<file path="config.mk">
export PLATFORM = sky130hd
export DESIGN_NAME = imem_load_controller
export DESIGN_NICKNAME = d
export VERILOG_FILES = /design/src/rtl/imem_load_controller.sv
export SDC_FILE = /design/constraint.sdc
export NUM_CORES = 1
export LEC_CHECK = 0
export CAP_MARGIN = 5
export CORE_ASPECT_RATIO = 0.75
export CORE_MARGIN = 3
export CORE_UTILIZATION = 37
export DETAILED_ROUTE_END_ITERATION = 10
export PLACE_DENSITY = 0.86
export RECOVER_POWER = 100
export SKIP_LAST_GASP = 1
export SLEW_MARGIN = 20
export SYNTH_ARGS = -nofsm -noshare
export SYNTH_HDL_FRONTEND = slang
export SYNTH_SLANG_ARGS = --single-unit
export TNS_END_PERCENT = 50
</file>
<file path="constraint.sdc">
create_clock -name clk -period 1.65 [get_ports clk]
set_clock_uncertainty 0.1 [all_clocks]
set_input_delay 0.495 -clock clk [delete_from_list [all_inputs] [get_ports clk]]
set_output_delay 0.495 -clock clk [all_outputs]
set_load 0.05 [all_outputs]
</file>
<file path="src/rtl/imem_load_controller.sv">
// Boot/reload sequencer: streams a program into instruction memory, holds the core
// in reset for a fixed window, then releases fetch.
module imem_load_controller #(
  parameter int unsigned MAX_WORDS = 256,
  parameter int unsigned HOLD_CYC  = 2
) (
  input  logic                        clk,
  input  logic                        rst,
  input  logic                        start,
  input  logic                        s_valid,
  input  logic [31:0]                 s_data,
  input  logic                        s_last,
  output logic                        s_ready,
  output logic                        imem_we,
  output logic                        imem_wr,
  output logic [31:0]                 imem_addr,
  output logic [31:0]                 imem_wdata,
  output logic                        core_hold,
  output logic                        busy,
  output logic                        done,
  output logic                        error,
  output logic [$clog2(MAX_WORDS):0]  word_count
);

  localparam int unsigned CW = $clog2(MAX_WORDS) + 1;
  localparam int unsigned HW = (HOLD_CYC > 1) ? $clog2(HOLD_CYC) : 1;

  localparam logic [2:0] StIdle      = 3'd0;
  localparam logic [2:0] StLoad      = 3'd1;
  localparam logic [2:0] StWriteLast = 3'd2;
  localparam logic [2:0] StHold      = 3'd3;
  localparam logic [2:0] StRun       = 3'd4;

  logic [2:0]    state_q, state_d;
  logic [HW-1:0] hold_q, hold_d;
  logic [CW-1:0] count_q, count_d;
  logic          error_q, error_d;
  logic          wr_q, wr_d;
  logic [31:0]   addr_q, addr_d;
  logic [31:0]   wdata_q, wdata_d;
  logic          accept;
  logic          at_cap;

  assign s_ready = (state_q == StLoad);
  assign accept  = s_valid & s_ready;
  assign at_cap  = (count_q == CW'(MAX_WORDS - 1));

  always_comb begin
    state_d = state_q;
    hold_d  = hold_q;
    count_d = count_q;
    error_d = error_q;
    addr_d  = addr_q;
    wdata_d = wdata_q;
    wr_d    = 1'b0;
    case (state_q)
      StIdle, StRun: begin
        if (start) begin
          state_d = StLoad;
          count_d = '0;
          error_d = 1'b0;
        end
      end
      StLoad: begin
        if (accept) begin
          wr_d    = 1'b1;
          wdata_d = s_data;
          addr_d  = 32'(count_q) << 2;
          count_d = count_q + CW'(1);
          if (s_last) begin
            state_d = StWriteLast;
          end else if (at_cap) begin
            // Memory full without an end marker: keep the write, flag it, stay held.
            state_d = StIdle;
            error_d = 1'b1;
          end
        end
      end
      StWriteLast: begin
        state_d = StHold;
        hold_d  = HW'(HOLD_CYC - 1);
      end
      StHold: begin
        if (hold_q == '0) begin
          state_d = StRun;
        end else begin
          hold_d = hold_q - HW'(1);
        end
      end
      default: state_d = StIdle;
    endcase
  end

  always_ff @(posedge clk or negedge rst) begin
    if (!rst) begin
      state_q <= StIdle;
      hold_q  <= '0;
      count_q <= '0;
      error_q <= 1'b0;
      wr_q    <= 1'b0;
      addr_q  <= '0;
      wdata_q <= '0;
    end else begin
      state_q <= state_d;
      hold_q  <= hold_d;
      count_q <= count_d;
      error_q <= error_d;
      wr_q    <= wr_d;
      addr_q  <= addr_d;
      wdata_q <= wdata_d;
    end
  end

  // A pending strobe keeps load mode on, so the overflow write lands even after leaving LOAD.
  assign imem_we    = (state_q == StLoad) || (state_q == StWriteLast) || wr_q;
  assign imem_wr    = wr_q;
  assign imem_addr  = addr_q;
  assign imem_wdata = wdata_q;
  assign core_hold  = (state_q != StRun);
  assign busy       = (state_q == StLoad) || (state_q == StWriteLast) || (state_q == StHold);
  assign done       = (state_q == StRun);
  assign error      = error_q;
  assign word_count = count_q;

endmodule

</file>
Word level (Yosys, flattened, before mapping). Index checks and enable logic that the tools add are counted.

Add/sub/neg operators: 2. Equal/unequal tests: 12. Muxes and demuxes: 18. Bitwise operators: 1. Reductions and logical operators: 11.

Operator list (count): 2-to-1 mux 9 bit (2); case mux 9 bit (2 select lines) (1); 2-to-1 mux 3 bit (5); case mux 3 bit (4 select lines) (1); adder 9 x 1 -> 9 bit (second input constant) (1); == test 9 x 8 -> 1 bit (second input constant) (1); 2-to-1 mux 1 bit (7); == test 3 x 2 -> 1 bit (second input constant) (2); != test 2 bit (second input constant) (3); AND reduction 5 bit (1); != test 2 x 1 -> 1 bit (second input constant) (2); case mux 1 bit (2 select lines) (2); AND reduction 4 bit (1); nonzero test 2 bit (2); == test 3 x 1 -> 1 bit (second input constant) (1); == test 3 bit (second input constant) (1); zero test 3 bit (1); logical OR 1 bit (3); != test 3 x 2 -> 1 bit (second input constant) (1); != test 3 bit (second input constant) (1); AND reduction 3 bit (1); AND reduction 2 bit (1); OR reduction 2 bit (1); bitwise AND 1 bit (1); subtractor 1 bit (second input constant) (1).

Register bits: 56. Output and inout port bits: 80.

Logic depth before layout (Yosys ltp).
Word-level depth: 5. Depth in mapped cells: 7.

Least setup slack after synthesis. No wires, ideal clock.

Path type: reg-to-output. Start point: register state_q[1]. End point: output done. Data arrival time: 1.475 ns. Setup slack: -0.420 ns. Cell stages (with the launch flop): 5. Cell sequence: dfrtp_1 > clkbuf_1 > nor2_1 > nand2_1 > inv_1.

Longest elaborated chain between the ends: 1.

Ends and longest elaborated chain: from (decl) (line 34) `logic [2:0] state_q, state_d;`; from (signal assigned) (line 96) `state_q <= StIdle;`; from (signal assigned) (line 104) `state_q <= state_d;`; == test 3 bit (line 121) `assign done = (state_q == StRun);`; to (decl) (line 20) `output logic done,`.

No other way between the ends.

Final worst setup path.
Start point: register state_q[0]. End point: output imem_we.

Longest elaborated chain between the ends: 3.

Ends and longest elaborated chain: == test 3 x 1 -> 1 bit or == test 3 x 2 -> 1 bit (tied branches) (line 115) `assign imem_we = (state_q == StLoad) || (state_q == StWriteLast) || wr_q;`; logical OR 1 bit (*) (2 in series) (line 115); to (decl) (line 14) `output logic imem_we,`.

Mark *: on every way between the ends. The rest lies on a longest branch, timed or not.

==> impl_metrics.tcl <==
set metrics [dict create \
    yosys_most_used_dff "dfrtp_1" \
    hp-class "in -> async" \
    grt_max_degree 57 \
    ctsHoldBuffers 0 \
    cts.sinks 56 \
    failed_checks "setup timing" \
    place_inst 453 \
    cts_tree "done" \
    syn_inst 276 \
    grt_pass1_vias 2300 \
    switching_share_pct 51.6 \
    dieWidth_um 101 \
    rows 25 \
    fin_crit_sh_pct 112 \
    switchingPower_mw 3.83 \
    start_util_pct 38.8 \
    core_area_um2 6410 \
    fmax_mhz 544 \
    end_kind "output pin" \
    grt_pass1_wl_um 10900 \
    io_buffer_count 93 \
    drt-total-wl_um 6820 \
    synth_compound_area_share_pct 6.19 \
    pwr-share-seq_pct 29.4 \
    synthDistinctLibCells 30 \
    drv_slew 0 \
    powerDensity_nw_per_um2 2020 \
    postRouteAntennaNets 0 \
    crit_arrival_ns 1.24 \
    drc 0 \
    crit_fanout 4 \
    firstDrtPassIters 4 \
    synth_warnings 0 \
    synth_edf_count 0 \
    synth_area_um2 2480 \
    critPathKind "reg -> out" \
    root_buffer "clkbuf_8" \
    layout_min_cycle_time_ns 1.84 \
    ys_seq_area_share_pct 56.4 \
    hold_violations 0 \
    antenna_found_initial 0 \
    synthArstFlopShare_pct 100 \
    synth.mux.area_fraction_pct 0.453 \
    rsz0062_at_grt "true" \
    ir_worst_vdd_mv 0.923 \
    p_leak_nw 1.90 \
    synthXorXnorAreaFrac_pct 0.352 \
    clk_latency_ns 0.30 \
    synth.avg_cell_area_um2 9.00 \
    viasPerCell 4.67 \
    synthTopCellsByCount "nand2_1, dfrtp_1, buf_4, clkbuf_1, o21ai_0" \
    cts_buffers 5 \
    tightest_slew_ns 0.758 \
    io_pins 117 \
    vias 2188 \
    cts.clk_slew.worst_paths_ns 0.10 \
    drt_iter0_drc 116 \
    clockBufferDepth 2 \
    avgRoutedWirePerCell_um 14.6 \
    setup_ws_ns -0.190 \
    yosysMostFrequentCell "nand2_1" \
    grt_usage_pct 17.5 \
    finish.instance_area_um2 3670 \
    place_area_um2 4130 \
    ys_seq_elements 56 \
    worstPathRequired_ns 1.05 \
    yosys.area_share.simple_pct 24.9 \
    gp_congestion 0.752 \
    slowest_delay_ns 0.48 \
    status "finished, violations left" \
    report.final.setup_viol 13 \
    area_growth_pct 47.9 \
    die_y_um 77.0 \
    synthAdderAreaFrac_pct 1.01 \
    slew_headroom_pct 49.5 \
    power_frac_comb_pct 60.3 \
    fin_cells 469 \
    crit_chain "xnor2_2, o21bai_4, buf_12" \
    cap_violations 0 \
    antenna_cells 0 \
    nets 426 \
    hpwlAfterDp_um 4990 \
    crit_path_top_delay_cell "dfrtp_2" \
    startpoint_type "register" \
    tns_ns -1.26 \
    overflow 0 \
    drive_above_1_share_pct 30.4 \
    p_int_mw 3.59 \
    htree_levels 2 \
    synth_largest_area_cell "dfrtp_1" \
    synth_top_area_share_pct 56.4 \
    synth_top_family_by_area "simple AND/OR/NAND/NOR gates" \
    synth_area_leaders "dfrtp_1, nand2_1, buf_4" \
    die_area_um2 7750 \
    p_clk_share_pct 10.3 \
]
[worst max-delay path, delay by kind of cell (launching register included)]
family	cells	cell delay, ns
compound gates	1	0.14
buf+inv	1	0.15
xor+xnor	1	0.17
flops	1	0.48
[metal layers]
metal	track usage, %	up-vias	share of wire (%)
met4	3.23	0	0.78
li1	-	1044	-
met2	30.5	80	51
met1	21.0	1058	40
met5	0	-	0
met3	5.91	6	8.3
[registers in the layout, indices dropped and copies added, names as in the netlist]
register    count
error           1
imem_wr         1
state_q         3
hold_q          1
word_count      9
imem_wdata     32
imem_addr       9
[cell families after synthesis]
| logic type | Yosys count |
|---|---|
| simple gates | 147 |
| flops | 56 |
| buf+inv | 43 |
| compound gates | 25 |
| fa+ha+maj | 2 |
| other cells | 1 |
| xor+xnor | 1 |
| mux | 1 |
[placed cells by master (no fill, tap or decap), types with 2 or more instances in the layout]
master	instances
clkbuf_4	2
conb_1	23
dfrtp_2	5
nor2_1	3
clkbuf_8	6
buf_6	4
o21ai_0	8
nor2_4	2
nand4_1	2
dfrtp_1	51
buf_4	18
a21oi_2	4
buf_12	12
buf_2	6
o2bb2ai_1	2
a21oi_1	3
clkinv_2	2
inv_1	7
or4_4	2
nand3_1	2
clkbuf_2	40
clkdlybuf4s50_1	34
or3_4	2
nand2_1	124
[layout make-up]
class,count,area (um2)
Multi-Input combinational cell,199,1020
Sequential cell,56,1410
Fill cell,578,2740
Clock buffer,6,82.6
Tap cell,81,101
Inverter,8,33.8
Timing Repair Buffer,117,1010
Clock inverter,2,10.0
[power by group through the flow]
| stage | Combinational, mW | Clock, mW | Sequential [mW] |
|---|---|---|---|
| 6_report | 4.48 | 0.765 | 2.18 |
| 5_1_grt | 4.75 | 0.836 | 2.25 |
| 4_1_cts | 5.73 | 0.800 | 2.42 |
| 3_5_place_dp | 5.55 | 0 | 2.43 |
| 3_3_place_gp | 5.43 | 0 | 2.40 |
| 2_1_floorplan | 1.43 | 0 | 3.67 |
[final timing paths]
| path | from | to | slack, ns | cells after the start |
|---|---|---|---|---|
| worst max-delay path | state_q[0] | imem_we | -0.19 | 3 |
| worst min-delay path | rst | hold_q | 0.26 | 2 |
| worst max register to register | state_q[2] | word_count[7] | -0.11 | 5 |
| worst min register to register | imem_wdata[23] | imem_wdata[23] | 0.39 | 2 |
| max in group asynchronous | rst | word_count[0] | 0.64 | 2 |
| min in group clk | imem_wdata[23] | imem_wdata[23] | 0.39 | 2 |
[repair_timing]
item | CTS | global route
buffers inserted | 5 | 2
endpoints found under the hold margin | 0 | 0
endpoints found under the setup margin | 12 | 18
resized for setup | 11 | 13
pin swaps | 5 | 7
cloned | 1 | 0
[metrics by stage]
step                      hold slack (ns)  total power, mW  setup WS (ns)  utilization [%]
after global routing                0.333             7.84         -0.239             57.3
after global placement              0.416             7.83         -0.385             64.4
after floorplan                    0.0994             5.10        -0.0585                -
after CTS                          0.0891             8.94         -0.196             67.2
after detailed placement            0.419             7.98         -0.439             64.4
final                               0.263             7.42         -0.190             57.3
No activity file was read; power rests on OpenSTA's default activity.
